`config.mk`:
```
export PLATFORM = sky130hd
export DESIGN_NAME = alu_operand_stage
export DESIGN_NICKNAME = d
export VERILOG_FILES = /design/src/rtl/alu_pkg.sv /design/src/rtl/alu_regfile.sv /design/src/rtl/alu_operand_stage.sv
export SDC_FILE = /design/constraint.sdc
export NUM_CORES = 2
export LEC_CHECK = 0
export ABC_CLOCK_PERIOD_IN_PS = 10550
export CORE_MARGIN = 2
export CORE_UTILIZATION = 65
export CTS_BUF_LIST = sky130_fd_sc_hd__clkbuf_4 sky130_fd_sc_hd__clkbuf_8
export CTS_CLUSTER_SIZE = 14
export DETAILED_ROUTE_END_ITERATION = 10
export GPL_ROUTABILITY_DRIVEN = 0
export PLACE_DENSITY_LB_ADDON = 0.2
export SLEW_MARGIN = 20
export SYNTH_ARGS = -nofsm -noshare
export SYNTH_HDL_FRONTEND = slang
export SYNTH_SLANG_ARGS = --single-unit
```
`constraint.sdc`:
```
create_clock -name clk -period 10.55 [get_ports clk]
set_clock_uncertainty 0.2 [all_clocks]
set_input_delay 2.11 -clock clk [delete_from_list [all_inputs] [get_ports clk]]
set_output_delay 2.11 -clock clk [all_outputs]
set_load 0.02 [all_outputs]
```
`src/rtl/alu_pkg.sv`:
```
// rtl/alu_pkg.sv - ALU function codes, instruction field layout and datapath defaults
package alu_pkg;

    localparam int DEFAULT_DATA_W = 32;
    localparam int DEFAULT_LIT_W  = 15;
    localparam int REG_AW         = 5;
    localparam logic [REG_AW-1:0] REG_ZERO = 5'd31;

    localparam int FN_HI   = 31;
    localparam int FN_LO   = 26;
    localparam int LIT_BIT = 25;
    localparam int RC_HI   = 24;
    localparam int RC_LO   = 20;
    localparam int RA_HI   = 19;
    localparam int RA_LO   = 15;
    localparam int RB_HI   = 14;
    localparam int RB_LO   = 10;

    localparam logic [5:0] ALUFN_ADD  = 6'b010000;
    localparam logic [5:0] ALUFN_SUB  = 6'b010001;
    localparam logic [5:0] ALUFN_AND  = 6'b101000;
    localparam logic [5:0] ALUFN_OR   = 6'b101110;
    localparam logic [5:0] ALUFN_XOR  = 6'b100110;
    localparam logic [5:0] ALUFN_XNOR = 6'b101001;
    localparam logic [5:0] ALUFN_A    = 6'b101010;

    function automatic logic is_legal_alufn(input logic [5:0] fn);
        case (fn)
            ALUFN_ADD, ALUFN_SUB, ALUFN_AND, ALUFN_OR,
            ALUFN_XOR, ALUFN_XNOR, ALUFN_A: return 1'b1;
            default:                         return 1'b0;
        endcase
    endfunction

endpackage

```
`src/rtl/alu_regfile.sv`:
```
// rtl/alu_regfile.sv - 2-read/1-write register file, top register hardwired to zero
module alu_regfile
    import alu_pkg::*;
#(
    parameter int DATA_W = DEFAULT_DATA_W,
    parameter int NREGS  = 32
) (
    input  logic              clk,
    input  logic              rst,
    input  logic [REG_AW-1:0] ra_addr,
    output logic [DATA_W-1:0] ra_data,
    input  logic [REG_AW-1:0] rb_addr,
    output logic [DATA_W-1:0] rb_data,
    input  logic              we,
    input  logic [REG_AW-1:0] wr_addr,
    input  logic [DATA_W-1:0] wr_data
);

    logic [DATA_W-1:0] regs [NREGS];

    always_ff @(posedge clk) begin
        if (rst) begin
            for (int i = 0; i < NREGS; i++) begin
                regs[i] <= '0;
            end
        end else if (we && wr_addr != REG_ZERO) begin
            regs[wr_addr] <= wr_data;
        end
    end

    // Reads see the pre-edge contents; a same-cycle write is not passed through.
    assign ra_data = (ra_addr == REG_ZERO) ? '0 : regs[ra_addr];
    assign rb_data = (rb_addr == REG_ZERO) ? '0 : regs[rb_addr];

endmodule

```
`src/rtl/alu_operand_stage.sv`:
```
// rtl/alu_operand_stage.sv - decode/operand fetch ahead of the ALU; ALU_OPERAND_FWD_EN adds W-stage bypass
module alu_operand_stage
    import alu_pkg::*;
#(
    parameter int DATA_W = DEFAULT_DATA_W,
    parameter int LIT_W  = DEFAULT_LIT_W,
    parameter int NREGS  = 32
) (
    input  logic              clk,
    input  logic              rst,
    input  logic              in_valid,
    output logic              in_ready,
    input  logic [31:0]       in_instr,
    output logic [5:0]        alu_fn,
    output logic [DATA_W-1:0] alu_a,
    output logic [DATA_W-1:0] alu_b,
    input  logic [DATA_W-1:0] alu_y,
    output logic              wb_valid,
    output logic [REG_AW-1:0] wb_addr,
    output logic [DATA_W-1:0] wb_data,
    output logic              err_illegal,
    output logic              busy
);

    logic [5:0]        d_fn;
    logic              d_lit;
    logic              d_legal;
    logic [REG_AW-1:0] d_rc;
    logic [REG_AW-1:0] d_ra;
    logic [REG_AW-1:0] d_rb;
    logic [LIT_W-1:0]  d_imm;
    logic [DATA_W-1:0] d_imm_ext;

    assign d_fn      = in_instr[FN_HI:FN_LO];
    assign d_lit     = in_instr[LIT_BIT];
    assign d_rc      = in_instr[RC_HI:RC_LO];
    assign d_ra      = in_instr[RA_HI:RA_LO];
    assign d_rb      = in_instr[RB_HI:RB_LO];
    assign d_imm     = in_instr[LIT_W-1:0];
    assign d_imm_ext = {{(DATA_W-LIT_W){d_imm[LIT_W-1]}}, d_imm};
    assign d_legal   = is_legal_alufn(d_fn);

    logic              e_valid;
    logic [REG_AW-1:0] e_rc;
    logic              w_valid;
    logic [REG_AW-1:0] w_rc;

    logic [DATA_W-1:0] rf_a;
    logic [DATA_W-1:0] rf_b;

    alu_regfile #(
        .DATA_W (DATA_W),
        .NREGS  (NREGS)
    ) u_regfile (
        .clk     (clk),
        .rst     (rst),
        .ra_addr (d_ra),
        .ra_data (rf_a),
        .rb_addr (d_rb),
        .rb_data (rf_b),
        .we      (w_valid),
        .wr_addr (w_rc),
        .wr_data (alu_y)
    );

    // Only legal in-flight writers to a real register can conflict.
    logic e_writes;
    logic w_writes;
    logic a_hit_e;
    logic b_hit_e;
    logic a_hit_w;
    logic b_hit_w;

    assign e_writes = e_valid && (e_rc != REG_ZERO);
    assign w_writes = w_valid && (w_rc != REG_ZERO);
    assign a_hit_e  = e_writes && (d_ra == e_rc);
    assign b_hit_e  = e_writes && !d_lit && (d_rb == e_rc);
    assign a_hit_w  = w_writes && (d_ra == w_rc);
    assign b_hit_w  = w_writes && !d_lit && (d_rb == w_rc);

    logic [DATA_W-1:0] op_a;
    logic [DATA_W-1:0] op_b_reg;
    logic [DATA_W-1:0] op_b;

`ifdef ALU_OPERAND_FWD_EN
    assign in_ready = !(a_hit_e || b_hit_e);
    assign op_a     = a_hit_w ? alu_y : rf_a;
    assign op_b_reg = b_hit_w ? alu_y : rf_b;
`else
    assign in_ready = !(a_hit_e || b_hit_e || a_hit_w || b_hit_w);
    assign op_a     = rf_a;
    assign op_b_reg = rf_b;
`endif

    assign op_b = d_lit ? d_imm_ext : op_b_reg;

    logic accept;
    assign accept = in_valid && in_ready;

    always_ff @(posedge clk) begin
        if (rst) begin
            e_valid     <= 1'b0;
            e_rc        <= '0;
            w_valid     <= 1'b0;
            w_rc        <= '0;
            err_illegal <= 1'b0;
            alu_fn      <= '0;
            alu_a       <= '0;
            alu_b       <= '0;
        end else begin
            // Illegal codes are consumed but travel as bubbles.
            e_valid     <= accept && d_legal;
            e_rc        <= d_rc;
            err_illegal <= accept && !d_legal;
            w_valid     <= e_valid;
            w_rc        <= e_rc;
            if (accept) begin
                alu_fn <= d_fn;
                alu_a  <= op_a;
                alu_b  <= op_b;
            end
        end
    end

    assign wb_valid = w_valid;
    assign wb_addr  = w_rc;
    assign wb_data  = alu_y;
    assign busy     = e_valid || w_valid;

endmodule

```
[Word level (Yosys, flattened, before mapping)]
Memories as Yosys holds them, arrays and structs flattened.
Cells that the tools add are included.
Storage, ports and cells
  register bits after elaboration: 83
  memory bits (writable): 1024
  output and inout bits: 111
  word-level logic and storage cells: 56
  memories: 1
Memories
  u_regfile.regs: words 32, bits a word 32, read ports 2, clocked after memory_dff 0, wr ports 32, line alu_regfile.sv:19  | logic [DATA_W-1:0] regs [NREGS];
Operators by class
  equality and inequality tests: 15
  multiplexer cells: 12
  reductions and logical operators: 20
Operators with widths (count)
  $mux 32: 4
  $reduce_or 32->1: 1
  $eq 6x6->1 const B: 5
  $eq 5x5->1: 4
  $eq 6x5->1 const B: 2
  $logic_and 1x1->1: 11
  $eq 5x5->1 const B: 2
  $ne 5x5->1 const B: 2
  $mux 1: 7
  $reduce_or 7->1: 1
  $mux 5: 1
  $logic_or 1x1->1: 4
  $logic_not 1->1: 3

[Logic depth before layout (Yosys ltp)]
  depth after elaboration: 10
  depth in mapped cells: 11
  mapped depth without buffers: 6

[Hierarchy]
From an unflattened synthesis, not the netlist that was laid out.
Unflattened totals
  cells, all modules: 4091
  area total of the unflattened synthesis: 58647.5 sq um
By module, submodules not included
  alu_regfile: instances 1, cells an instance 3707, area an instance 54857.6 sq um, seq. area each 30749.5 sq um
  alu_operand_stage: instances 1, cells an instance 384, area an instance 3789.9 sq um, seq. area each 1661.6 sq um

[Least setup slack after synthesis]
Ideal clock, no wire load.
  path type: input to register
  start point: in rst
  end point: mem u_regfile.regs[12][0] in the netlist's numbering, enable pin
  setup time: 466 ps
  arrival: 5429 ps
  required time: 9884 ps
  path slack: 4456 ps
  cell stages on the path: 7
  buffers on the path: 3
  cell sequence: clkbuf_1 > inv_2 > nand2_1 > or3_1 > clkbuf_1 > clkbuf_1 > o21ai_0
RTL lines
  start, declared: line alu_operand_stage.sv:10  | input logic rst,
  end, declared: line alu_regfile.sv:19

[Final worst setup path]
  start point: in in_instr[13]
  end point: out in_ready
On the way
  word-level cells in the longest chain between the ends: 6
  elaborated cells between the ends (all ways): 8
  those cells by class: eq/ne (2); reduce/logical (6)
Ends and longest elaborated chain
  start, declared: line alu_operand_stage.sv:13  | input logic [31:0] in_instr,
  $eq 5x5->1: line alu_operand_stage.sv:77  | assign b_hit_e = e_writes && !d_lit && (d_rb == e_rc);
  $logic_and 1x1->1: line alu_operand_stage.sv:77
  $logic_or 1x1->1 (2 in series): line alu_operand_stage.sv:90  | assign in_ready = !(a_hit_e || b_hit_e || a_hit_w || b_hit_w);
  $logic_or 1x1->1 *: line alu_operand_stage.sv:90
  $logic_not 1->1 *: line alu_operand_stage.sv:90
  end, declared: line alu_operand_stage.sv:12  | output logic in_ready,
Every way passes the cells marked *; elsewhere a longest branch is shown, timed or not.

==> impl_metrics.env <==
export IMPL_grt_ovfl_total=0
export IMPL_grt_busiest_layer="met2"
export IMPL_synth_area_um2=57600
export IMPL_yosys_warnings=0
export IMPL_r2r_start="wb_addr[4]"
export IMPL_core_um2=88100
export IMPL_final_max_slew_viol_count=0
export IMPL_gr_usage_met3_pct=8.55
export IMPL_finalSetupViolCount=0
export IMPL_finalHoldViolations=0
export IMPL_postCtsSetupBuffers=0
export IMPL_worstSetupPathType="in2out"
export IMPL_startpoint_type="input pin"
export IMPL_worstMarginPinSlew_ps=1170
export IMPL_fillers=5804
export IMPL_cts_tree="yes"
export IMPL_die_w_um=302
export IMPL_grt_max_degree=146
export IMPL_drc_errors=0
export IMPL_fin_nets=4358
export IMPL_routed_via_density=7.07
export IMPL_cts_resized=0
export IMPL_row_count=109
export IMPL_pwr_density_cell_nw_per_um2=156
export IMPL_numCtsBuffers=177
export IMPL_vias=39600
export IMPL_hold_buffers=0
export IMPL_drt_iter0_drc=5864
export IMPL_wl_mm=183
export IMPL_power_leakage_nw=23.0
export IMPL_dieArea_um2=91100
export IMPL_clkSlewWorstSetupHoldPaths_ps=60
export IMPL_dp_hpwl_mm=109
export IMPL_synth_cells=4262
export IMPL_placed_area_um2=60200
export IMPL_critPathArrivalTime_ps=4590
export IMPL_fin_crit_ps=6900
export IMPL_power_internal_mw=7.38
export IMPL_fmax_mhz=145
export IMPL_track_usage_pct=40.4
export IMPL_switching_share_pct=25.8
export IMPL_timing_rr_end="alu_b[13]"
export IMPL_area_delta_synth_final_pct=10.6
export IMPL_grt_pass1_vias=39700
export IMPL_cts_htree_levels=4
export IMPL_synth_area_per_cell_um2=13.5
export IMPL_grtUsageMet1_pct=50.3
export IMPL_relSlewSlack_pct=20.0
export IMPL_yosysUniqueCellTypes=58
export IMPL_worst_r2r_path_depth=6
export IMPL_layout_drive_gt1_share_pct=20.5
export IMPL_ys_seq_elements=1107
export IMPL_mostFrequentLayoutCell="edfxtp_1"
export IMPL_hold_path_end="alu_b[24]"
export IMPL_sequentialPowerShare_pct=51.1
export IMPL_cap_violations=0
export IMPL_power_switching_mw=2.56
export IMPL_dr_pass1_iters=7
export IMPL_cts_max_path_buffers=3
export IMPL_worstPathRequired_ps=8240
export IMPL_ys_flop_type="edfxtp_1"
export IMPL_fin_crit_sh_pct=65.4
export IMPL_hold_class="reg2reg"
export IMPL_start_util_pct=65.4
export IMPL_synthArstFlopShare_pct=0
export IMPL_die_h_um=302
export IMPL_ant_nets=0
export IMPL_clock_latency_ps=880
export IMPL_outcome="complete, no violations"
export IMPL_p_comb_share_pct=11.2
export IMPL_layout_common_cells="1024 x edfxtp_1, 994 x and2_1, 291 x mux2i_1"
export IMPL_end_kind="primary output"
export IMPL_grt_antenna_before_repair=1
export IMPL_pin_count=178
export IMPL_yosysSeqAreaShare_pct=56.2
export IMPL_ir_drop_mv=0.134
export IMPL_tns_ps=0
export IMPL_hold_start="alu_b[24]"
export IMPL_rsz0062_at_grt="no"
export IMPL_wire_per_inst_um=32.6
export IMPL_grt_met2_usage_pct=62.8
export IMPL_root_buffer="clkbuf_8"
export IMPL_portBuffers=177
export IMPL_grt_pass1_wl_mm=262
export IMPL_reg2reg_slack_ps=6320
export IMPL_cts_sinks=1107
export IMPL_pwr_share_clk_pct=37.7
export IMPL_final_area_um2=63800
export IMPL_worstPathMaxFanout=13
export IMPL_worstHoldPathCells=2
export IMPL_synth_edff_count=1024
cells in the mapped netlist (58+ instances only):
cell / instances / area share (%)
a21oi_1: 98 / 0.85
mux2_2: 105 / 2.1
buf_2: 94 / 0.82
nand2_1: 58 / 0.38
mux2i_1: 291 / 5.1
o22ai_1: 126 / 1.4
and2_1: 994 / 11
dfxtp_1: 83 / 2.9
mux4_2: 290 / 11
edfxtp_1: 1024 / 53
nor2_1: 129 / 0.84
clkbuf_1: 303 / 2.0
area by class of cell:
cell class | instances | area, µm² | area share [%]
clock inverters | 73 | 457 | 0.716
repair buffers | 301 | 2700 | 4.23
multi-input cells | 2674 | 23500 | 36.9
clock buffers | 255 | 3100 | 4.87
diodes | 3 | 7.51 | 0.0118
flip-flops and latches | 1107 | 32400 | 50.8
inverters | 30 | 115 | 0.181
well taps | 1165 | 1460 | 2.29
state kept, by name (all words and copies together), names as in the netlist:
| name | count |
|---|---|
| wb_addr | 5 |
| u_regfile.regs | 1024 |
| e_valid | 1 |
| err_illegal | 1 |
| alu_a | 32 |
| alu_b | 32 |
| wb_valid | 1 |
| e_rc | 5 |
| alu_fn | 6 |
power groups by stage:
| stage | clock network, mW | logic, mW | registers [mW] |
|---|---|---|---|
| after floorplan | 0 | 0.665 | 5.15 |
| after global placement | 0 | 1.07 | 5.15 |
| after detailed placement | 0 | 1.09 | 5.16 |
| after CTS | 3.75 | 1.09 | 5.07 |
| after global routing | 3.93 | 1.15 | 5.09 |
| final | 3.75 | 1.11 | 5.08 |
per-stage QoR:
| step | worst slack, ps | utilization [%] | hold WS [ps] | power, mW | cells |
|---|---|---|---|---|---|
| after floorplan | 4460 | - | 246 | 5.82 | 4293 |
| after global placement | 3680 | 68.4 | 235 | 6.22 | 5276 |
| after detailed placement | 3690 | 68.4 | 242 | 6.25 | 5276 |
| after CTS | 3680 | 72.4 | 250 | 9.91 | 5604 |
| after global routing | 3540 | 72.4 | 257 | 10.2 | 5606 |
| final | 3650 | 72.4 | 248 | 9.94 | 5608 |
layer usage:
| layer | part of all wire [%] | up-vias |
|---|---|---|
| li1 | - | 16200 |
| met2 | 47 | 3140 |
| met1 | 33 | 19600 |
| met4 | 8.6 | 0 |
| met5 | 0 | - |
| met3 | 12 | 728 |
cells by family (layout without fill, tap and decap cells):
| family | count (synthesis) | count (layout) | synth area share (%) |
|---|---|---|---|
| XOR/XNOR | 20 | 20 | 0.304 |
| AO/OA/AOI/OAI | 636 | 636 | 7.69 |
| multiplexers | 686 | 686 | 18.4 |
| other | 1 | 35 | 0.00651 |
| buffers and inverters | 512 | 659 | 4.11 |
| AND/OR/NAND/NOR | 1300 | 1300 | 13.2 |
| flip-flops | 1107 | 1107 | 56.2 |
worst max-delay path: stages:
cell,delay (ps)
clkdlybuf4s50_1,1010
xnor2_1,190
nand4_1,120
o32a_1,390
o22a_1,220
clkdlybuf4s50_1,540
worst max-delay path by stage:
stage | startpoint | slack (ps) | end | cells past startpoint
6_report | in_instr[13] | 3650 | in_ready | 6
5_1_grt | in_instr[13] | 3540 | in_ready | 6
4_1_cts | in_instr[13] | 3680 | in_ready | 6
3_5_place_dp | in_instr[13] | 3690 | in_ready | 6
3_3_place_gp | in_instr[13] | 3680 | in_ready | 6
2_1_floorplan | rst | 4460 | u_regfile.regs[12][0] | 7
Power figures use the tool's default switching activity.
